`config.mk`:
```
export PLATFORM = sky130hd
export DESIGN_NAME = mc_controller
export DESIGN_NICKNAME = d
export VERILOG_FILES = /design/src/rtl/mc_ctrl_pkg.sv /design/src/rtl/mc_decode.sv /design/src/rtl/mc_controller.sv
export SDC_FILE = /design/constraint.sdc
export NUM_CORES = 1
export LEC_CHECK = 0
export ABC_AREA = 0
export CORE_MARGIN = 2
export CORE_UTILIZATION = 40
export CTS_CLUSTER_DIAMETER = 50
export DETAILED_ROUTE_END_ITERATION = 12
export PLACE_DENSITY = 0.7
export SETUP_SLACK_MARGIN = 0.5
export SYNTH_ARGS = -nofsm -noshare
export SYNTH_HDL_FRONTEND = slang
export SYNTH_SLANG_ARGS = --single-unit
```
`constraint.sdc`:
```
create_clock -name clk -period 7.3 [get_ports clk]
set_clock_uncertainty 0.15 [all_clocks]
set_input_delay 0.73 -clock clk [delete_from_list [all_inputs] [get_ports clk]]
set_output_delay 0.73 -clock clk [all_outputs]
set_load 0.02 [all_outputs]
```
`src/rtl/mc_ctrl_pkg.sv`:
```
// Shared encodings for the multi-cycle MIPS controller: states, opcodes, control fields.
// Purely declarative; no latency or flow-control behaviour lives here.
package mc_ctrl_pkg;

  typedef enum logic [2:0] {
    S_FETCH  = 3'd0,
    S_DECODE = 3'd1,
    S_EXEC   = 3'd2,
    S_MEM    = 3'd3,
    S_WB     = 3'd4
  } state_t;

  localparam logic [5:0] OP_RTYPE = 6'h00;
  localparam logic [5:0] OP_ORI   = 6'h0D;
  localparam logic [5:0] OP_LW    = 6'h23;
  localparam logic [5:0] OP_SW    = 6'h2B;
  localparam logic [5:0] OP_BEQ   = 6'h04;
  localparam logic [5:0] OP_LUI   = 6'h0F;
  localparam logic [5:0] OP_JAL   = 6'h03;

  localparam logic [5:0] FN_ADDU  = 6'h21;
  localparam logic [5:0] FN_SUBU  = 6'h23;
  localparam logic [5:0] FN_JR    = 6'h08;

  localparam logic [3:0] ALU_IDLE = 4'b0000;
  localparam logic [3:0] ALU_ADD  = 4'b0010;
  localparam logic [3:0] ALU_SUB  = 4'b0110;
  localparam logic [3:0] ALU_OR   = 4'b0001;

  localparam logic [1:0] EXT_ZERO = 2'b00;
  localparam logic [1:0] EXT_LUI  = 2'b01;
  localparam logic [1:0] EXT_SIGN = 2'b10;
  localparam logic [1:0] EXT_SHL2 = 2'b11;

  localparam logic [1:0] DST_RT   = 2'b00;
  localparam logic [1:0] DST_RD   = 2'b01;
  localparam logic [1:0] DST_RA   = 2'b10;

  localparam logic [1:0] WB_ALU   = 2'b00;
  localparam logic [1:0] WB_MEM   = 2'b01;
  localparam logic [1:0] WB_PC    = 2'b10;

  localparam logic [1:0] PC_PLUS4 = 2'b00;
  localparam logic [1:0] PC_BRANCH = 2'b01;
  localparam logic [1:0] PC_JUMP  = 2'b10;
  localparam logic [1:0] PC_REG   = 2'b11;

  typedef enum logic [3:0] {
    I_ADDU, I_SUBU, I_JR, I_ORI, I_LW, I_SW, I_BEQ, I_LUI, I_JAL, I_UNK
  } instr_t;

  typedef struct packed {
    logic       pc_write;
    logic [1:0] pc_sel;
    logic       ir_write;
    logic       reg_write;
    logic [1:0] reg_dst;
    logic [1:0] mem_to_reg;
    logic       mem_read;
    logic       mem_write;
    logic       alu_src;
    logic [3:0] alu_ctrl;
    logic [1:0] ext_op;
  } ctrl_t;

  // Immediate extension is a property of the instruction alone, so DECODE and EXEC share it.
  function automatic logic [1:0] ext_sel(input instr_t i);
    case (i)
      I_LUI:       return EXT_LUI;
      I_LW, I_SW:  return EXT_SIGN;
      I_BEQ:       return EXT_SHL2;
      default:     return EXT_ZERO;
    endcase
  endfunction

endpackage

```
`src/rtl/mc_decode.sv`:
```
// Combinational map from {state, op, func, zero} to the datapath control bundle.
// Zero latency; no flow control (ready gating is applied by the parent).
module mc_decode
  import mc_ctrl_pkg::*;
(
  input  state_t     state,
  input  logic [5:0] op,
  input  logic [5:0] func,
  input  logic       zero,
  output instr_t     instr,
  output ctrl_t      ctrl
);

  always_comb begin
    instr = I_UNK;
    case (op)
      OP_RTYPE: begin
        case (func)
          FN_ADDU: instr = I_ADDU;
          FN_SUBU: instr = I_SUBU;
          FN_JR:   instr = I_JR;
          default: instr = I_UNK;
        endcase
      end
      OP_ORI:  instr = I_ORI;
      OP_LW:   instr = I_LW;
      OP_SW:   instr = I_SW;
      OP_BEQ:  instr = I_BEQ;
      OP_LUI:  instr = I_LUI;
      OP_JAL:  instr = I_JAL;
      default: instr = I_UNK;
    endcase
  end

  always_comb begin
    ctrl = '0;
    case (state)
      S_FETCH: begin
        ctrl.ir_write = 1'b1;
        ctrl.pc_write = 1'b1;
        ctrl.pc_sel   = PC_PLUS4;
      end
      S_DECODE: ctrl.ext_op = ext_sel(instr);
      S_EXEC: begin
        ctrl.ext_op = ext_sel(instr);
        case (instr)
          I_ADDU: ctrl.alu_ctrl = ALU_ADD;
          I_SUBU: ctrl.alu_ctrl = ALU_SUB;
          I_ORI: begin
            ctrl.alu_ctrl = ALU_OR;
            ctrl.alu_src  = 1'b1;
          end
          I_LUI, I_LW, I_SW: begin
            ctrl.alu_ctrl = ALU_ADD;
            ctrl.alu_src  = 1'b1;
          end
          I_BEQ: begin
            ctrl.alu_ctrl = ALU_SUB;
            ctrl.pc_write = zero;
            ctrl.pc_sel   = PC_BRANCH;
          end
          I_JAL: begin
            ctrl.pc_write   = 1'b1;
            ctrl.pc_sel     = PC_JUMP;
            ctrl.reg_write  = 1'b1;
            ctrl.reg_dst    = DST_RA;
            ctrl.mem_to_reg = WB_PC;
          end
          I_JR: begin
            ctrl.pc_write = 1'b1;
            ctrl.pc_sel   = PC_REG;
          end
          default: ctrl = '0;
        endcase
      end
      S_MEM: begin
        // Address computation stays live for the whole access.
        ctrl.alu_ctrl  = ALU_ADD;
        ctrl.alu_src   = 1'b1;
        ctrl.ext_op    = EXT_SIGN;
        ctrl.mem_read  = (instr == I_LW);
        ctrl.mem_write = (instr == I_SW);
      end
      S_WB: begin
        ctrl.reg_write = 1'b1;
        case (instr)
          I_ADDU, I_SUBU: ctrl.reg_dst    = DST_RD;
          I_LW:           ctrl.mem_to_reg = WB_MEM;
          default:        ctrl.reg_dst    = DST_RT;
        endcase
      end
      default: ctrl = '0;
    endcase
  end

endmodule

```
`src/rtl/mc_controller.sv`:
```
// Multi-cycle MIPS control FSM (FETCH/DECODE/EXEC/MEM/WB) with opcode latch and retire counter.
// Outputs are combinational from state; FETCH stalls on imem_ready, MEM holds strobes until dmem_ready.
module mc_controller
  import mc_ctrl_pkg::*;
#(
  parameter bit MEM_HS = 1'b1,
  parameter int CNT_W  = 32
) (
  input  logic             clk,
  input  logic             reset,
  input  logic [31:0]      Instr,
  input  logic             imem_ready,
  input  logic             dmem_ready,
  input  logic             Zero,
  output logic             PCWrite,
  output logic [1:0]       PCSel,
  output logic             IRWrite,
  output logic             RegWrite,
  output logic [1:0]       RegDst,
  output logic [1:0]       MemtoReg,
  output logic             MemRead,
  output logic             MemWrite,
  output logic             ALUSrc,
  output logic [3:0]       ALUCtrl,
  output logic [1:0]       ExtOp,
  output logic [2:0]       state,
  output logic             instr_done,
  output logic [CNT_W-1:0] instr_count
);

  state_t           state_q, state_d;
  logic [5:0]       op_q, func_q;
  logic [CNT_W-1:0] count_q;
  instr_t           instr;
  ctrl_t            ctrl, ctrl_o;
  logic             imem_ok, dmem_ok, done;
  logic             unused_instr_bits;

  assign unused_instr_bits = ^Instr[25:6];
  assign imem_ok = MEM_HS ? imem_ready : 1'b1;
  assign dmem_ok = MEM_HS ? dmem_ready : 1'b1;

  mc_decode u_decode (
    .state (state_q),
    .op    (op_q),
    .func  (func_q),
    .zero  (Zero),
    .instr (instr),
    .ctrl  (ctrl)
  );

  always_comb begin
    state_d = state_q;
    done    = 1'b0;
    case (state_q)
      S_FETCH:  if (imem_ok) state_d = S_DECODE;
      S_DECODE: begin
        if (instr == I_UNK) begin
          state_d = S_FETCH;
          done    = 1'b1;
        end else begin
          state_d = S_EXEC;
        end
      end
      S_EXEC: begin
        case (instr)
          I_BEQ, I_JAL, I_JR: begin
            state_d = S_FETCH;
            done    = 1'b1;
          end
          I_LW, I_SW: state_d = S_MEM;
          default:    state_d = S_WB;
        endcase
      end
      S_MEM: begin
        if (dmem_ok) begin
          if (instr == I_LW) begin
            state_d = S_WB;
          end else begin
            state_d = S_FETCH;
            done    = 1'b1;
          end
        end
      end
      S_WB: begin
        state_d = S_FETCH;
        done    = 1'b1;
      end
      default: state_d = S_FETCH;
    endcase
  end

  always_ff @(posedge clk) begin
    if (reset) begin
      state_q <= S_FETCH;
      op_q    <= '0;
      func_q  <= '0;
      count_q <= '0;
    end else begin
      state_q <= state_d;
      if (state_q == S_FETCH && imem_ok) begin
        op_q   <= Instr[31:26];
        func_q <= Instr[5:0];
      end
      if (done) count_q <= count_q + CNT_W'(1);
    end
  end

  // Reset and an un-acked fetch both force every enable low, not just the strobes.
  assign ctrl_o = (reset || (state_q == S_FETCH && !imem_ok)) ? '0 : ctrl;

  assign PCWrite     = ctrl_o.pc_write;
  assign PCSel       = ctrl_o.pc_sel;
  assign IRWrite     = ctrl_o.ir_write;
  assign RegWrite    = ctrl_o.reg_write;
  assign RegDst      = ctrl_o.reg_dst;
  assign MemtoReg    = ctrl_o.mem_to_reg;
  assign MemRead     = ctrl_o.mem_read;
  assign MemWrite    = ctrl_o.mem_write;
  assign ALUSrc      = ctrl_o.alu_src;
  assign ALUCtrl     = ctrl_o.alu_ctrl;
  assign ExtOp       = ctrl_o.ext_op;
  assign state       = reset ? 3'd0 : state_q;
  assign instr_done  = done & ~reset;
  assign instr_count = reset ? '0 : count_q;

endmodule

```
## Yosys cells after proc, flatten, opt, wreduce, memory -nomap -nowiden

Index checks and enable logic that the tools add are counted.

| storage, ports and cells | value |
|---|---|
| register bits | 47 |
| input bits | 37 |

| cells by class | value |
|---|---|
| add/sub/neg operators | 1 |
| equal/unequal tests | 24 |
| mux-type cells | 28 |
| bitwise operators | 2 |
| reduce and logical (&&, ||, !) cells | 15 |

Operators by type and width:

| cell | number |
|---|---|
| adder 32 x 1 -> 32 bit (second input constant) | 1 |
| 2-to-1 mux 32 bit | 1 |
| case mux 4 bit (7 select lines) | 1 |
| equality test 6 bit (second input constant) | 4 |
| equality test 6 x 4 -> 1 bit (second input constant) | 3 |
| 2-to-1 mux 18 bit | 1 |
| case mux 3 bit (3 select lines) | 2 |
| equality test 4 x 3 -> 1 bit (second input constant) | 4 |
| case mux 7 bit (2 select lines) | 1 |
| 2-to-1 mux 3 bit | 4 |
| case mux 2 bit (3 select lines) | 2 |
| case mux 3 bit (4 select lines) | 1 |
| case mux 4 bit (3 select lines) | 1 |
| case mux 5 bit (2 select lines) | 1 |
| OR reduction 9 bit | 1 |
| equality test 4 x 2 -> 1 bit (second input constant) | 2 |
| equality test 4 bit (second input constant) | 2 |
| case mux 4 bit (2 select lines) | 1 |
| OR reduction 4 bit | 2 |
| 2-to-1 mux 1 bit | 7 |
| equality test 3 x 2 -> 1 bit (second input constant) | 2 |
| equality test 6 x 2 -> 1 bit (second input constant) | 1 |
| equality test 6 x 3 -> 1 bit (second input constant) | 1 |
| logical NOT 6 bit | 1 |
| other kinds (18) | 23 |

## Logic depth before layout (Yosys ltp)

Gate-level depths: netlist (run 1).

| logic depth | value |
|---|---|
| depth after elaboration | 9 |
| mapped depth | 10 |

## Hierarchy

From an unflattened synthesis (run 1), not the netlist that was laid out.

| unflattened totals | value |
|---|---|
| cell total of the unflattened synthesis | 412 |
| area total of the unflattened synthesis | 3231.8 um2 |

Modules (own cells, without submodules):

| module | times used | cells each | area each (um2) | sequential area each (um2) |
|---|---|---|---|---|
| mc_controller | 1 | 335 | 2708.8 | 940.9 |
| mc_decode | 1 | 77 | 523.0 | 0.0 |

## Worst setup path before layout (run 1)

OpenSTA, ideal clock, no wires.

| timing path | value |
|---|---|
| path kind | reg-to-output |
| from | register op_q[5] |
| to | output port ALUCtrl[1] |
| data arrival time | 2.093 ns |
| slack | 4.327 ns |
| cell stages (with the launch flop) | 8 |
| cells stage by stage | dfxtp_1 buf_6 or4_1 o211a_1 a311oi_2 nand4_1 nand2b_1 a41oi_1 |

| on the way | value |
|---|---|
| longest elaborated chain between the ends | 7 |
| elaborated cells between the ends (all ways) | 20 |
| those cells by class | eq/ne: 12; mux: 4; reduce/logical: 4 |

Ends and longest elaborated chain:

| what | RTL line | source |
|---|---|---|
| from (decl) | mc_controller.sv:32 | `logic [5:0] op_q, func_q;` |
| from (signal assigned) | mc_controller.sv:102 | `op_q <= Instr[31:26];` |
| equality test 6 x 2 -> 1 bit (tied with other cells) | mc_decode.sv:16 | `case (op)` |
| case mux 4 bit (7 select lines) * | mc_decode.sv:16 |  |
| equality test 4 x 3 -> 1 bit (tied with other cells) | mc_decode.sv:46 | `case (instr)` |
| OR reduction 4 bit (no source line) or OR reduction 2 bit (tied branches) | n/a |  |
| case mux 3 bit (3 select lines) * | mc_decode.sv:46 |  |
| case mux 7 bit (2 select lines) * | mc_decode.sv:37 | `case (state)` |
| 2-to-1 mux 18 bit * | mc_controller.sv:110 | `assign ctrl_o = (reset \|\| (state_q == S_FETCH && !imem_ok)) ? '0 : ctrl;` |
| to (decl) | mc_controller.sv:24 | `output logic [3:0] ALUCtrl,` |

Every way passes the cells marked *; elsewhere a longest branch is shown, timed or not.

## Final worst setup path (run 1)

| timing path | value |
|---|---|
| from | register op_q[5] |
| to | output port instr_done |

| on the way | value |
|---|---|
| longest elaborated chain between the ends | 7 |
| elaborated cells between the ends (all ways) | 20 |
| those cells by class | eq/ne: 11; mux: 6; bitwise: 1; reduce/logical: 2 |

Ends and longest elaborated chain:

| what | RTL line | source |
|---|---|---|
| equality test 6 x 2 -> 1 bit (tied with other cells) | mc_decode.sv:16 |  |
| case mux 4 bit (7 select lines) * | mc_decode.sv:16 |  |
| equality test 4 x 3 -> 1 bit (tied with other cells) | mc_controller.sv:66 | `case (instr)` |
| OR reduction 3 bit or 2-to-1 mux 1 bit (tied branches) | mc_controller.sv:66, mc_controller.sv:77 |  |
| 2-to-1 mux 1 bit (on tied branches) | mc_controller.sv:66, mc_controller.sv:76 |  |
| case mux 1 bit (4 select lines) * | mc_controller.sv:55 | `case (state_q)` |
| bitwise AND 1 bit * | mc_controller.sv:124 | `assign instr_done = done & ~reset;` |
| to (decl) | mc_controller.sv:27 | `output logic instr_done,` |

Marked as above.

==> results of run 1 <==
-- Yosys cell counts (2+ instances only) --
library cell   n  share of area, %
nor3b_1        3              0.77
buf_6          3               1.2
inv_1          3              0.39
mux2_2         6               2.3
or3_1         10               2.1
nand2_1       47               6.0
o21ai_0        6               1.0
a211oi_1       2              0.51
nand3b_1       2              0.51
dfxtp_1       47                32
nand2b_1       2              0.43
nand4_1       12               2.6
and3_1         8               1.7
buf_1          3              0.39
buf_4          5               1.3
nand3_1       15               2.6
and4_1         2              0.60
and2_1         5               1.1
a31oi_1        2              0.43
buf_8          2               1.0
nor2b_1       38               8.2
or4_1         17               4.4
clkbuf_1      15               1.9
o31ai_1       15               3.9
o21ai_1        6               1.0
mux2i_1        3               1.0
nor2_1        31               4.0
nor3_1        10               1.7
a21oi_1       40               6.9
-- kinds of logic after synthesis --
kind of cell,count (synthesis),synth area share [%]
AND/OR/NAND/NOR,210,39.3
AO/OA/AOI/OAI,83,17.6
flip-flops,47,32.3
buffers and inverters,32,6.35
multiplexers,9,3.35
adder cells (fa/ha/maj),2,0.772
other,1,0.129
XOR/XNOR,1,0.300
-- stage by stage --
step	instance area, um2	util [%]	hold WS (ns)	setup slack, ns
final	3660	51.3	0.312	3.28
after global routing	3660	51.3	0.334	3.09
after CTS	3660	51.3	0.315	3.29
after detailed placement	3570	50.1	0.304	3.57
after global placement	3570	50.1	0.294	3.57
after floorplan	2920	-	0.286	4.33
-- cells in the final DEF, fill, tap and decap left out, types with 2 or more instances in the layout --
master	n
nor3_1	10
o21ai_1	6
nand2_1	47
nand4_1	12
clkbuf_8	5
or3_1	10
or4_1	17
a31oi_1	2
a21oi_1	40
o21ai_0	6
and4_1	2
buf_4	3
nor2b_1	38
and2_1	5
a211oi_1	2
dfxtp_1	47
nor2_1	31
clkdlybuf4s50_1	68
nand2b_1	2
mux2i_1	3
mux2_2	6
nand3b_1	2
and3_1	8
nand3_1	15
o31ai_1	15
inv_1	3
nor3b_1	3
-- state kept, by name, summed over array words and instances, names as in the netlist --
signal   flops
func_q       6
count_q     32
op_q         6
state_q      3
-- worst paths after layout --
check | from | end | cells past startpoint
max reg2reg | op_q[5] | count_q[14] | 7
min | func_q[4] | func_q[4] | 2
max | op_q[5] | instr_done | 7
min reg2reg | func_q[4] | func_q[4] | 2
-- layout make-up --
| cell class | count | area share [%] |
|---|---|---|
| Multi-Input combinational cell | 306 | 48.9 |
| Timing Repair Buffer | 72 | 19.3 |
| Sequential cell | 47 | 25.7 |
| Clock buffer | 6 | 1.98 |
| Tap cell | 99 | 3.38 |
| Clock inverter | 2 | 0.444 |
| Inverter | 3 | 0.307 |
-- critical path: stages, from the launching register on --
cell and delay, ns:
dfxtp_1 0.44, or4_1 0.57, o211a_1 0.18, a311oi_2 0.35, o211a_2 0.22, buf_4 0.42
nor2_1 0.08, clkdlybuf4s50_1 0.57
-- per-layer routing --
metal	GRT usage, %	wire length [um]	vias to the layer above
li1	-	-	1495
met1	25.5	3430	1350
met2	28.4	3260	83
met3	3.42	386	11
met4	4.61	88	0
met5	0	0	-
-- report_power, final --
| group | internal [mW] | switching (mW) | total [mW] |
|---|---|---|---|
| sequential | 0.262 | 0.00914 | 0.271 |
| combinational | 0.0301 | 0.0430 | 0.0731 |
| clock | 0.0689 | 0.0898 | 0.159 |
==> reports/metrics.yaml, run 1 <==
status:
  status: "completed"
timing:
  fin_crit_sh_pct: 55.1
  worst_pin_slew_ns: 0.800
  fmax_mhz: 249
  finalHoldViolCount: 0
  final.setup.tns_ns: 0
  finalCriticalPeriod_ns: 4.02
  finalMaxSlewViolations: 0
  finalSetupViolations: 0
  rsz0062_at_grt: "no"
  relSlewSlack_pct: 46.7
setup_path:
  path_max_fanout: 57
  critPathRequiredTime_ns: 6.42
  worstPathArrival_ns: 3.14
  cp-start-kind: "register"
  r2r_slack_ns: 4.43
  criticalPathCategory: "register to output port"
  worstSetupEndpointType: "output port"
logic_synthesis:
  synth_nets: 423
  seq_area_frac_synth_pct: 32.3
  synth_edf_count: 0
  synth_ff_type: "dfxtp_1"
  yosysWarningCount: 0
  yosys.cell_types.count: 54
  synth_seq_cells: 47
  avgSynthCellArea_um2: 7.58
  syn_area_mm2: 0.00292
  synthCells: 385
  async_reset_ff_share_pct: 0
detailed_routing:
  avgViaCountPerCell: 5.49
  wl_per_cell_um: 13.4
  drc: 0
  postRouteAntennaNets: 0
  vias: 2939
  drt-total-wl_um: 7170
  drt_pass1_iterations: 4
  drt_iter0_markers: 115
cts:
  cts.path.max_buffers: 2
  clk_latency_ns: 0.30
  cts_tree: "built"
  cts_root_buf: "clkbuf_8"
  hold_buffers: 0
  clk_pin_slew_ns: 0.08
  post_cts_resized: 0
  post-cts-setup-buffers: 0
  cts-htree-levels: 2
  cts_num_sinks: 47
  numCtsBuffers: 5
finish:
  num_antenna_cells: 0
  fill_cells: 715
  multi_input_area_mm2: 0.00179
  drive_gt1_share_pct: 5.50
  regArea_um2: 941
  syn_to_final_growth_pct: 25.6
  layout.cells.non_filler: 535
  final_nets: 473
placement:
  dp_cells: 527
  port_buffers: 69
  dp_hpwl_um: 5100
  place_congestion: 0.944
global_routing:
  grt.total_usage_pct: 18.1
  grt_max_degree: 86
  grt_pass1_wl_um: 11700
  grt_pass1_vias: 2566
  grt_antenna_before_repair: 0
  grt.overflow.total: 0
worst_hold_path:
  hp-class: "register to register"
floorplanning:
  die-area_mm2: 0.00799
  core_mm2: 0.00714
  pin_count: 91
  die_x_um: 89.4
  start_util_pct: 40.9
  die_h_um: 89.4
  std_cell_rows: 31
pwr:
  finalPower_uw: 503
  power_leakage_nw: 1.16
  power_density_mw_per_mm2: 137
  peakVddDrop_mv: 0.0931
job:
  drv_cap: 0
Power figures use the tool's default switching activity.
==> run 2, diff against run 1 <==
Settings changed: PLACE_DENSITY 0.7 to 0.73.
Clock period 7.3 ns to 3.7 ns, I/O delays scaled along.
==> run 2 against run 1 <==
Sequential power is 97% higher; clock power is 100% higher; critical path depth shrank 1; highest routed layer unchanged; design area up 0.14%; first-iteration DRC count rose by 40%; flip-flop and latch count is the same; utilization increased by 0.070 points; cell count is the same; largest power group unchanged; non-clock buffer count unchanged; largest cell class unchanged.
==> reports/metrics.yaml, run 2 (synthesis results as in run 1) <==
status:
  status: "completed"
placement:
  dp_cells: 527  # unchanged
  place_ws_ns: 0.581  # -2.99 ns
  place_congestion: 0.901  # -4.6%
  port_buffers: 69  # unchanged
  dp_hpwl_um: 5160  # +1.1%
pwr:
  power_density_mw_per_mm2: 273  # +99%
  finalPower_mw: 1.00  # +99%
  peakVddDrop_mv: 0.156  # +68%
  power_leakage_nw: 1.20  # +2.7%
timing:
  finalMaxSlewViolations: 0  # unchanged
  finalHoldViolCount: 0  # unchanged
  finalCriticalPeriod_ns: 3.21
  rsz0062_at_grt: "yes"
  finalSetupViolations: 0  # unchanged
  setup_slack_ns: 0.489  # -2.79 ns
  worst_pin_slew_ns: 0.698  # -0.102 ns
  fin_crit_sh_pct: 86.8
  final.setup.tns_ns: 0  # unchanged
  fmax_mhz: 311
  relSlewSlack_pct: 53.4  # +6.7 points
setup_path:
  path_max_fanout: 8  # -86%
  cp-start-kind: "register"
  criticalPathCategory: "register to output port"
  reg2reg_depth: 7  # unchanged
  critPathRequiredTime_ns: 3.18  # -3.24 ns
  r2r_slack_ns: 0.77  # -3.66 ns
  worstSetupEndpointType: "output port"
  worstPathArrival_ns: 2.69  # -0.45 ns
  reg2reg_to: "count_q[12]"
  timing.rr.start: "op_q[2]"
floorplanning:
  pin_count: 91  # unchanged
  std_cell_rows: 31  # unchanged
  start_util_pct: 40.9  # unchanged
  core_mm2: 0.00714  # unchanged
  die_h_um: 89.4  # unchanged
  die-area_mm2: 0.00799  # unchanged
  die_x_um: 89.4  # unchanged
global_routing:
  grt_pass1_wl_um: 11600  # -1.2%
  grt_pass1_vias: 2484  # -3.2%
  grt_antenna_before_repair: 0  # unchanged
  grt.total_usage_pct: 18.1  # +0.057 points
  grt_max_degree: 69  # -20%
  grt.overflow.total: 0  # unchanged
cts:
  cts-htree-levels: 2  # unchanged
  cts.path.max_buffers: 2  # unchanged
  hold_buffers: 0  # unchanged
  cts_tree: "built"
  numCtsBuffers: 5  # unchanged
  clk_latency_ns: 0.32  # +0.02 ns
  cts_num_sinks: 47  # unchanged
  cts_root_buf: "clkbuf_8"
  post-cts-setup-buffers: 0  # unchanged
  clk_pin_slew_ns: 0.09  # about the same
finish:
  syn_to_final_growth_pct: 25.8
  mostFrequentLayoutCells: "clkdlybuf4s50_1, nand2_1, dfxtp_1, a21oi_1, nor2b_1"
  mostFrequentLayoutCell: "clkdlybuf4s50_1"
  regMostFlops: "count_q"
  drive_gt1_share_pct: 5.96  # +0.46 points
  final_nets: 473  # unchanged
  fill_cells: 706  # -1.3%
  reg_top3: "count_q (32), func_q (6), op_q (6)"
  largest_reg_flops: 32  # unchanged
  num_antenna_cells: 0  # unchanged
  layout.cells.non_filler: 535  # unchanged
worst_hold_path:
  hp-start: "reset"
  hold_depth: 2  # unchanged
  whs_endpoint: "count_q[28]"
  hp-class: "input port to register"
detailed_routing:
  drc: 0  # unchanged
  met3WireLength_um: 459  # +19%
  wl_per_cell_um: 13.8  # +3.0%
  drt-total-wl_um: 7380  # +3.0%
  postRouteAntennaNets: 0  # unchanged
  drt_pass1_iterations: 4  # unchanged
  met1_length_um: 3440  # +0.20%
  avgViaCountPerCell: 5.55  # +1.1%
  drt_iter0_markers: 161  # +40%
  wl_met2_um: 3390  # +3.8%
  vias: 2971  # +1.1%
  routed.top_layer: "met4"
job:
  drv_cap: 0  # unchanged
run 2: changes by cell type in the layout (fill, tap and decap cells not counted), sizes merged:
cell and delta:
dlygate4sd2 +1, clkinvlp -1, clkdlybuf4s15 +1, dlymetal6s2s +1, clkdlybuf4s50 -3, clkbuf -1
clkinv +2
run 2: final cells by class:
cell class | count | area [um2] | share of cell area [%]
Timing Repair Buffer | 72 | 709 | 19.3
Multi-Input combinational cell | 306 | 1790 | 48.8
Clock buffer | 5 | 68.8 | 1.88
Sequential cell | 47 | 942 | 25.7
Inverter | 3 | 11.3 | 0.307
Clock inverter | 3 | 22.5 | 0.614
Tap cell | 99 | 124 | 3.38
run 2: timing repair:
item                       CTS  global route
gates resized for setup      3             2
pin swaps                    0             0
setup endpoints to repair    2             4
run 2: worst max-delay path by stage:
stage | cells after the start | slack (ns) | endpoint | start
6_report | 6 | 0.49 | ExtOp[1] | op_q[0]
5_1_grt | 6 | 0.36 | ExtOp[1] | op_q[0]
4_1_cts | 6 | 0.51 | ExtOp[1] | op_q[0]
3_5_place_dp | 7 | 0.58 | ALUCtrl[1] | op_q[5]
3_3_place_gp | 7 | 0.59 | ALUCtrl[1] | op_q[5]
2_1_floorplan | 7 | 1.09 | ALUCtrl[1] | op_q[5]
run 2: through the flow:
| stage | hold WS (ns) | utilization (%) | instance area (um2) |
|---|---|---|---|
| finish | 0.309 | 51.4 | 3670 |
| global route | 0.313 | 51.4 | 3670 |
| CTS | 0.306 | 51.3 | 3660 |
| detailed placement | 0.304 | 50.1 | 3570 |
| global placement | 0.296 | 50.1 | 3570 |
| floorplan | 0.286 | - | 2920 |
run 2: layer usage:
metal | global-route usage (%) | vias up
met5 | 0 | -
met4 | 5.43 | 0
met3 | 4.71 | 9
met2 | 28.4 | 98
met1 | 24.6 | 1376
li1 | - | 1488
run 2: report_power, final:
part / internal [mW] / leakage [nW] / switching [mW]
Clock: 0.136 / 0.0485 / 0.186
Combinational: 0.0590 / 0.767 / 0.0865
Sequential: 0.517 / 0.381 / 0.0171
Total: 0.711 / 1.20 / 0.290
run 2: critical path: stages, from the launching register on:
cell             delay (ns)
dfxtp_1                0.46
nor2b_1                0.28
nor3b_1                0.42
a21oi_1                0.15
maj3_1                 0.37
and2_1                 0.16
clkdlybuf4s50_1        0.54
